`src/rtl/vx_wb_arb_if.sv`:
```
// Writeback arbiter bus: NUM_INPUTS source channels in, one merged writeback channel out.
// The arbiter takes the master view; the environment takes the slave view.
interface vx_wb_arb_if #(
    parameter int NUM_INPUTS  = 4,
    parameter int UUID_BITS   = 8,
    parameter int NUM_THREADS = 2,
    parameter int NW_BITS     = 2,
    parameter int NR_BITS     = 5,
    parameter int XLEN        = 32
);
    localparam int SELW   = (NUM_INPUTS > 1) ? $clog2(NUM_INPUTS) : 1;
    localparam int UUID_W = (UUID_BITS > 0) ? UUID_BITS : 1;
    localparam int NW_W   = (NW_BITS > 0) ? NW_BITS : 1;
    localparam int DATA_W = NUM_THREADS * XLEN;

    logic [NUM_INPUTS-1:0]                   in_valid;
    logic [NUM_INPUTS-1:0][UUID_W-1:0]       in_uuid;
    logic [NUM_INPUTS-1:0][NUM_THREADS-1:0]  in_tmask;
    logic [NUM_INPUTS-1:0][NW_W-1:0]         in_wid;
    logic [NUM_INPUTS-1:0][XLEN-1:0]         in_PC;
    logic [NUM_INPUTS-1:0][NR_BITS-1:0]      in_rd;
    logic [NUM_INPUTS-1:0][DATA_W-1:0]       in_data;
    logic [NUM_INPUTS-1:0]                   in_eop;
    logic [NUM_INPUTS-1:0]                   in_ready;

    logic                                    out_valid;
    logic [UUID_W-1:0]                       out_uuid;
    logic [NUM_THREADS-1:0]                  out_tmask;
    logic [NW_W-1:0]                         out_wid;
    logic [XLEN-1:0]                         out_PC;
    logic [NR_BITS-1:0]                      out_rd;
    logic [DATA_W-1:0]                       out_data;
    logic                                    out_eop;
    logic                                    out_ready;
    logic [SELW-1:0]                         out_sel;

    modport master (
        input  in_valid, in_uuid, in_tmask, in_wid, in_PC, in_rd, in_data, in_eop,
        output in_ready,
        output out_valid, out_uuid, out_tmask, out_wid, out_PC, out_rd, out_data, out_eop,
        input  out_ready,
        output out_sel
    );

    modport slave (
        output in_valid, in_uuid, in_tmask, in_wid, in_PC, in_rd, in_data, in_eop,
        input  in_ready,
        input  out_valid, out_uuid, out_tmask, out_wid, out_PC, out_rd, out_data, out_eop,
        output out_ready,
        input  out_sel
    );
endinterface

```
`src/rtl/vx_wb_arb.sv`:
```
// Round-robin writeback arbiter with optional eop packet locking and an
// optional two-entry skid buffer on the merged output.
module vx_wb_arb #(
    parameter int NUM_INPUTS  = 4,
    parameter int LOCK_EOP    = 1,
    parameter int OUT_BUF     = 2,
    parameter int UUID_BITS   = 8,
    parameter int NUM_THREADS = 2,
    parameter int NW_BITS     = 2,
    parameter int NR_BITS     = 5,
    parameter int XLEN        = 32
) (
    input  logic        clk,
    input  logic        reset,
    vx_wb_arb_if.master bus
);
    localparam int SELW   = (NUM_INPUTS > 1) ? $clog2(NUM_INPUTS) : 1;
    localparam int UUID_W = (UUID_BITS > 0) ? UUID_BITS : 1;
    localparam int NW_W   = (NW_BITS > 0) ? NW_BITS : 1;
    localparam int DATA_W = NUM_THREADS * XLEN;
    localparam int PAYW   = UUID_W + NUM_THREADS + NW_W + XLEN + NR_BITS + DATA_W + 1;

    typedef enum logic {IDLE = 1'b0, LOCKED = 1'b1} state_t;

    state_t                state, state_n;
    logic [SELW-1:0]       lock_idx, lock_idx_n;
    logic [SELW-1:0]       rr_ptr, rr_ptr_n;
    logic [SELW-1:0]       grant_idx;
    logic                  grant_vld;
    logic [NUM_INPUTS-1:0] grant;
    logic                  stage_can_accept;
    logic                  fire;
    logic                  sel_eop;
    logic [PAYW-1:0]       sel_pay;

    function automatic logic [SELW-1:0] next_idx(input logic [SELW-1:0] i);
        if (int'(i) + 1 >= NUM_INPUTS)
            next_idx = '0;
        else
            next_idx = SELW'(int'(i) + 1);
    endfunction

    always_ff @(posedge clk) begin
        if (reset) begin
            state    <= IDLE;
            lock_idx <= '0;
            rr_ptr   <= '0;
        end else begin
            state    <= state_n;
            lock_idx <= lock_idx_n;
            rr_ptr   <= rr_ptr_n;
        end
    end

    always_comb begin
        state_n    = state;
        lock_idx_n = lock_idx;
        rr_ptr_n   = rr_ptr;
        if (fire) begin
            if (sel_eop || (LOCK_EOP == 0))
                rr_ptr_n = next_idx(grant_idx);
            if (LOCK_EOP != 0) begin
                if ((state == IDLE) && !sel_eop) begin
                    state_n    = LOCKED;
                    lock_idx_n = grant_idx;
                end else if ((state == LOCKED) && sel_eop) begin
                    state_n = IDLE;
                end
            end
        end
    end

    // Grant: fixed to the locked channel, otherwise first valid channel from rr_ptr upward.
    always_comb begin
        int              j;
        logic [SELW-1:0] idx;
        j         = 0;
        idx       = '0;
        grant_idx = '0;
        grant_vld = 1'b0;
        if (state == LOCKED) begin
            grant_idx = lock_idx;
            grant_vld = bus.in_valid[lock_idx];
        end else begin
            for (int k = NUM_INPUTS - 1; k >= 0; k--) begin
                j = int'(rr_ptr) + k;
                if (j >= NUM_INPUTS)
                    j = j - NUM_INPUTS;
                idx = SELW'(j);
                if (bus.in_valid[idx]) begin
                    grant_idx = idx;
                    grant_vld = 1'b1;
                end
            end
        end
        grant            = '0;
        grant[grant_idx] = grant_vld;
    end

    assign sel_pay = {bus.in_uuid[grant_idx], bus.in_tmask[grant_idx], bus.in_wid[grant_idx],
                      bus.in_PC[grant_idx], bus.in_rd[grant_idx], bus.in_data[grant_idx],
                      bus.in_eop[grant_idx]};
    assign sel_eop      = bus.in_eop[grant_idx];
    assign fire         = grant_vld & stage_can_accept;
    assign bus.in_ready = grant & {NUM_INPUTS{stage_can_accept}};

    if (OUT_BUF == 0) begin : g_pass
        assign stage_can_accept = bus.out_ready & ~reset;
        assign bus.out_valid    = grant_vld & ~reset;
        assign bus.out_sel      = reset ? '0 : grant_idx;
        assign {bus.out_uuid, bus.out_tmask, bus.out_wid, bus.out_PC,
                bus.out_rd, bus.out_data, bus.out_eop} = sel_pay;
    end else begin : g_skid
        logic            vld_p0, vld_p1;
        logic [SELW-1:0] sel_p0, sel_p1;
        logic [PAYW-1:0] pay_p0, pay_p1;
        logic            head_free;

        // p0 is the head driving the output, p1 the skid entry; in_ready depends only on p1.
        assign head_free        = bus.out_ready | ~vld_p0;
        assign stage_can_accept = ~vld_p1 & ~reset;

        always_ff @(posedge clk) begin
            if (reset) begin
                vld_p0 <= 1'b0;
                vld_p1 <= 1'b0;
                sel_p0 <= '0;
                sel_p1 <= '0;
            end else if (head_free) begin
                if (vld_p1) begin
                    vld_p0 <= 1'b1;
                    sel_p0 <= sel_p1;
                    vld_p1 <= 1'b0;
                end else begin
                    vld_p0 <= fire;
                    if (fire)
                        sel_p0 <= grant_idx;
                end
            end else if (fire) begin
                vld_p1 <= 1'b1;
                sel_p1 <= grant_idx;
            end
        end

        always_ff @(posedge clk) begin
            if (head_free) begin
                if (vld_p1)
                    pay_p0 <= pay_p1;
                else if (fire)
                    pay_p0 <= sel_pay;
            end else if (fire) begin
                pay_p1 <= sel_pay;
            end
        end

        assign bus.out_valid = vld_p0;
        assign bus.out_sel   = sel_p0;
        assign {bus.out_uuid, bus.out_tmask, bus.out_wid, bus.out_PC,
                bus.out_rd, bus.out_data, bus.out_eop} = pay_p0;
    end
endmodule

```
`src/flat_wrapper.sv`:
```
// flat-port wrapper written by rule: the top's interface ports become plain ports
module vx_wb_arb_flat 
#(
    parameter int NUM_INPUTS  = 4,
    parameter int LOCK_EOP    = 1,
    parameter int OUT_BUF     = 2,
    parameter int UUID_BITS   = 8,
    parameter int NUM_THREADS = 2,
    parameter int NW_BITS     = 2,
    parameter int NR_BITS     = 5,
    parameter int XLEN        = 32
)
  (clk, reset, bus_in_valid, bus_in_uuid, bus_in_tmask, bus_in_wid, bus_in_PC, bus_in_rd, bus_in_data, bus_in_eop, bus_in_ready, bus_out_valid, bus_out_uuid, bus_out_tmask, bus_out_wid, bus_out_PC, bus_out_rd, bus_out_data, bus_out_eop, bus_out_ready, bus_out_sel);
  vx_wb_arb_if #(.NUM_INPUTS(NUM_INPUTS), .UUID_BITS(UUID_BITS), .NUM_THREADS(NUM_THREADS), .NW_BITS(NW_BITS), .NR_BITS(NR_BITS), .XLEN(XLEN)) bus_i ();
  input  logic clk;
  input  logic reset;
  input wire logic [$bits(bus_i.in_valid)-1:0] bus_in_valid;
  input wire logic [$bits(bus_i.in_uuid)-1:0] bus_in_uuid;
  input wire logic [$bits(bus_i.in_tmask)-1:0] bus_in_tmask;
  input wire logic [$bits(bus_i.in_wid)-1:0] bus_in_wid;
  input wire logic [$bits(bus_i.in_PC)-1:0] bus_in_PC;
  input wire logic [$bits(bus_i.in_rd)-1:0] bus_in_rd;
  input wire logic [$bits(bus_i.in_data)-1:0] bus_in_data;
  input wire logic [$bits(bus_i.in_eop)-1:0] bus_in_eop;
  output wire logic [$bits(bus_i.in_ready)-1:0] bus_in_ready;
  output wire logic [$bits(bus_i.out_valid)-1:0] bus_out_valid;
  output wire logic [$bits(bus_i.out_uuid)-1:0] bus_out_uuid;
  output wire logic [$bits(bus_i.out_tmask)-1:0] bus_out_tmask;
  output wire logic [$bits(bus_i.out_wid)-1:0] bus_out_wid;
  output wire logic [$bits(bus_i.out_PC)-1:0] bus_out_PC;
  output wire logic [$bits(bus_i.out_rd)-1:0] bus_out_rd;
  output wire logic [$bits(bus_i.out_data)-1:0] bus_out_data;
  output wire logic [$bits(bus_i.out_eop)-1:0] bus_out_eop;
  input wire logic [$bits(bus_i.out_ready)-1:0] bus_out_ready;
  output wire logic [$bits(bus_i.out_sel)-1:0] bus_out_sel;
  assign bus_i.in_valid = bus_in_valid;
  assign bus_i.in_uuid = bus_in_uuid;
  assign bus_i.in_tmask = bus_in_tmask;
  assign bus_i.in_wid = bus_in_wid;
  assign bus_i.in_PC = bus_in_PC;
  assign bus_i.in_rd = bus_in_rd;
  assign bus_i.in_data = bus_in_data;
  assign bus_i.in_eop = bus_in_eop;
  assign bus_in_ready = bus_i.in_ready;
  assign bus_out_valid = bus_i.out_valid;
  assign bus_out_uuid = bus_i.out_uuid;
  assign bus_out_tmask = bus_i.out_tmask;
  assign bus_out_wid = bus_i.out_wid;
  assign bus_out_PC = bus_i.out_PC;
  assign bus_out_rd = bus_i.out_rd;
  assign bus_out_data = bus_i.out_data;
  assign bus_out_eop = bus_i.out_eop;
  assign bus_i.out_ready = bus_out_ready;
  assign bus_out_sel = bus_i.out_sel;
  vx_wb_arb #(.NUM_INPUTS(NUM_INPUTS), .LOCK_EOP(LOCK_EOP), .OUT_BUF(OUT_BUF), .UUID_BITS(UUID_BITS), .NUM_THREADS(NUM_THREADS), .NW_BITS(NW_BITS), .NR_BITS(NR_BITS), .XLEN(XLEN)) u_core (.clk(clk), .reset(reset), .bus(bus_i));
endmodule
```
`config.mk`:
```
export PLATFORM = sky130hd
export DESIGN_NAME = vx_wb_arb_flat
export DESIGN_NICKNAME = d
export VERILOG_FILES = /design/src/rtl/vx_wb_arb_if.sv /design/src/rtl/vx_wb_arb.sv /design/src/flat_wrapper.sv
export SDC_FILE = /design/constraint.sdc
export NUM_CORES = 1
export LEC_CHECK = 0
export CAP_MARGIN = 10
export CORE_AREA = 5 5 226 228
export DETAILED_ROUTE_END_ITERATION = 12
export DIE_AREA = 0 0 231 233
export SLEW_MARGIN = 0
export SYNTH_ARGS = -nofsm -noshare
export SYNTH_HDL_FRONTEND = slang
export SYNTH_SLANG_ARGS = --single-unit
```
`constraint.sdc`:
```
create_clock -name clk -period 7 [get_ports clk]
set_clock_uncertainty 0.1 [all_clocks]
set_input_delay 1.05 -clock clk [delete_from_list [all_inputs] [get_ports clk]]
set_output_delay 1.05 -clock clk [all_outputs]
set_load 0.01 [all_outputs]
```
==> impl_summary.txt <==
----------------------------------------------------
[Pwr]
  Leakage power ... around 7.1 nW
  Power per Cell Area ... 371 nW/um^2
  Worst-case vdd ir drop ... just under 400 uV

[Global routing]
  Global-route wire length before repair ... roughly 75000 um
  Largest net degree at the start of global routing ... 117
  Antenna violations before repair ... 5
  Global routing usage summed across all routing layers ... 0.175
  GRT Residual Overflow ... 0
  Vias in the first global route ... roughly 12000

[Synthesis]
  Avg Cell Area, Syn ... between 10 and 15 um^2
  Area share of the leading cell type in the synthesized netlist ... 0.528
  Most instantiated flip-flop cell in the synthesis netlist ... sky130_fd_sc_hd__edfxtp_1
  Yosys top cell by area ... sky130_fd_sc_hd__edfxtp_1
  Fraction of synthesis flops using an asynchronous set or reset pin ... 0
  Post-Synthesis Cell Area ... between 10000 and 15000 um^2
  Flip-flop and latch count after synthesis ... around 240
  Largest cells by area after synthesis ... sky130_fd_sc_hd__edfxtp_1, sky130_fd_sc_hd__a211oi_1, sky130_fd_sc_hd__and3_1, sky130_fd_sc_hd__o31ai_1, sky130_fd_sc_hd__nor2_1
  Number of enable flip-flop cells after synthesis ... 228
  Yosys warnings ... 0
  Portion of the post-synthesis area used by sequential elements ... 0.545
  Synthesized Nets ... between 1500 and 2000
  Number of instances in the synthesized netlist ... 1240
  Number of library cell types mapped by synthesis ... a little over 40

[Final layout]
  Area of all sequential standard cells ... 7070 um^2
  Final net count ... between 2000 and 2500
  Fraction of final layout cells with drive strength greater than 1 ... 0.0352
  Most common cell after layout, fill and taps aside ... sky130_fd_sc_hd__clkdlybuf4s50_1
  Filler Cells Inserted ... 4741
  Layout area overhead ... 54.7%
  Area of all placed cells without fillers ... roughly 20000 um^2
  Top library cells by usage in the layout, fill and taps aside ... sky130_fd_sc_hd__clkdlybuf4s50_1, sky130_fd_sc_hd__a211oi_1, sky130_fd_sc_hd__edfxtp_1
  Area of combinational cells with multiple inputs ... about 5400 um^2

[CTS]
  CTS Buf Count ... 28
  Count of H-tree levels built during CTS ... 1
  Sinks on the clock net ... around 240
  Setup repair bufs after CTS ... 0
  Clock tree from TritonCTS ... yes
  Quantity of gates resized following cts ... 0
  Root buf cell ... sky130_fd_sc_hd__clkbuf_16
  Reg clk slew, reported paths ... ~0.05 ns
  Worst-Skew Late Latency ... around 0.56 ns
  Count of hold-fix buffers inserted at cts ... 0
  Clock Path Buffers ... 3

[Timing]
  Count of endpoints failing hold in the final timing report ... 0
  Setup repair after global routing missed its margin ... no
  Headroom to the max-slew limit ... 0.292
  Final period util ... 0.702
  Max-slew violations ... 0
  Min cycle time layout ... a little under 5 ns
  Worst Tran Pin Value ... roughly 1.1 ns
  Final total negative setup slack ... 0 ns
  Peak clock frequency supported by timing ... about 200 MHz
  Final count of negative-setup-slack endpoints ... 0
  Worst hold slack across all endpoints ... between 0.3 and 0.4 ns

[Floorplan]
  Width of the die ... 231 um
  Initial cell density of the core ... 0.266
  Core Footprint ... approximately 50000 um^2
  Area enclosed by the die boundary ... around 54000 um^2
  Top-level port count ... 584
  Height of the die ... 233 um
  Floorplan row count ... just over 80

[Worst setup path]
  Crit Path Class ... primary input to primary output
  Cell-by-cell listing of the critical path ... clkdlybuf4s50_1, nor2b_1, a311o_1, nand3_4, buf_4, ha_1, and2_1, clkdlybuf4s50_1
  Most repeated library cell on the critical path ... sky130_fd_sc_hd__clkdlybuf4s50_1
  Data required time of the worst path ... around 6 ns
  Critical Path End Type ... primary output
  Max stage delay cell, worst path ... sky130_fd_sc_hd__buf_4
  Worst endpoint data arrival time ... around 3.8 ns
  Largest fanout of any net on the critical path ... 58
  Crit start category ... primary input
  Max stage delay on crit path ... between 0.5 and 0.6 ns

[Drt]
  Count of TritonRoute iterations in the first routing pass ... 5
  Final routed wirelength across all metal layers ... 50500 um
  Final antenna-violating net count ... 0
  Via count ... 12100
  Routed via count divided by cell count ... between 5 and 6
  Residual DRC count ... 0
  Avg WL per Cell ... 21.2 um
  Iteration-0 DRC count of the detailed router ... between 700 and 800

[Placement]
  Cell area after placement ... about 19000 um^2
  Placer's final routability congestion estimate ... slightly below 0.9
  Number of buffer cells added on primary ports ... around 580
  DPL Wire Length ... 36100 um

[Run status]
  Status ... finished clean

[Min path]
  Path class of the lowest-slack min-delay path ... flip-flop to flip-flop

[Flow run]
  Maximum capacitance violations ... 0

----------------------------------------------------
## synthesized netlist by cell type (all sizes together), types with 2 or more instances
| cell type | number |
|---|---|
| nand2 | 118 |
| and3b | 2 |
| ha | 6 |
| o21ai | 3 |
| o31ai | 114 |
| and2 | 4 |
| mux2i | 3 |
| mux2 | 2 |
| nand2b | 4 |
| dfxtp | 11 |
| nand3 | 2 |
| a21oi | 6 |
| nor3 | 2 |
| a211oi | 229 |
| clkbuf | 92 |
| and3 | 226 |
| nor2b | 4 |
| inv | 8 |
| edfxtp | 228 |
| and4 | 2 |
| buf | 36 |
| nor2 | 125 |
## power breakdown
group	leakage (nW)	switching [W]	internal [W]
logic	4.53	0.00226	0.00154
registers	2.22	0.000101	0.00223
clock network	0.388	0.000579	0.000734
## final timing paths
kind	start	to	slack, ns	depth (start not counted)
max	bus_in_valid[2]	bus_in_ready[1]	2.08	8
min	u_core.g_skid.sel_p1[0]	u_core.g_skid.sel_p1[0]	0.40	2
max reg2reg	u_core.rr_ptr[1]	u_core.state	2.92	12
min reg2reg	u_core.g_skid.sel_p1[0]	u_core.g_skid.sel_p1[0]	0.40	2
## per-stage QoR
stage          setup WS [ns]  total power [W]  utilization  instances
2_1_floorplan           1.52          0.00469            -       1240
3_3_place_gp            1.67          0.00611        0.395       2332
3_5_place_dp            1.50          0.00619        0.395       2332
4_1_cts                 2.03          0.00753        0.412       2381
5_1_grt                 1.71          0.00794        0.412       2386
6_report                2.08          0.00745        0.412       2386
## logic make-up after synthesis
| logic type | count (synthesis) | share of synthesized area |
|---|---|---|
| buffers and inverters | 136 | 0.0425 |
| multiplexers | 6 | 0.00579 |
| AO/OA/AOI/OAI | 360 | 0.209 |
| adder cells (fa/ha/maj) | 6 | 0.00579 |
| AND/OR/NAND/NOR | 493 | 0.192 |
| flip-flops | 239 | 0.545 |
## flip-flops by register name (all words and copies together) (netlist names), 2 cells and up
signal and count:
u_core.g_skid.pay_p0 114, u_core.g_skid.pay_p1 114, u_core.bus.out_sel 2, u_core.g_skid.sel_p1 2
u_core.lock_idx 2, u_core.rr_ptr 2
## area by class of cell
| type | instances | area share |
|---|---|---|
| repair buffers | 598 | 0.297 |
| inverters | 8 | 0.00162 |
| clock inverters | 11 | 0.00331 |
| diodes | 5 | 0.000624 |
| clock buffers | 38 | 0.0368 |
| well taps | 622 | 0.0388 |
| multi-input cells | 865 | 0.269 |
| flip-flops and latches | 239 | 0.353 |
## worst max-delay path, delay by kind of cell
family                     cells  cell delay [ns]
buffers and inverters          3             1.63
and+or+nand+nor                3             0.43
AOI/OAI and AO/OA              1             0.39
adders and majority gates      1             0.26
## per-layer routing
layer | part of all wire | global-route usage | up-vias
met1 | 0.41 | 0.223 | 5749
li1 | - | - | 5827
met5 | 0 | 0 | -
met3 | 0.069 | 0.0372 | 75
met2 | 0.49 | 0.297 | 428
met4 | 0.029 | 0.0576 | 0
(Power assumes the default switching activity.)
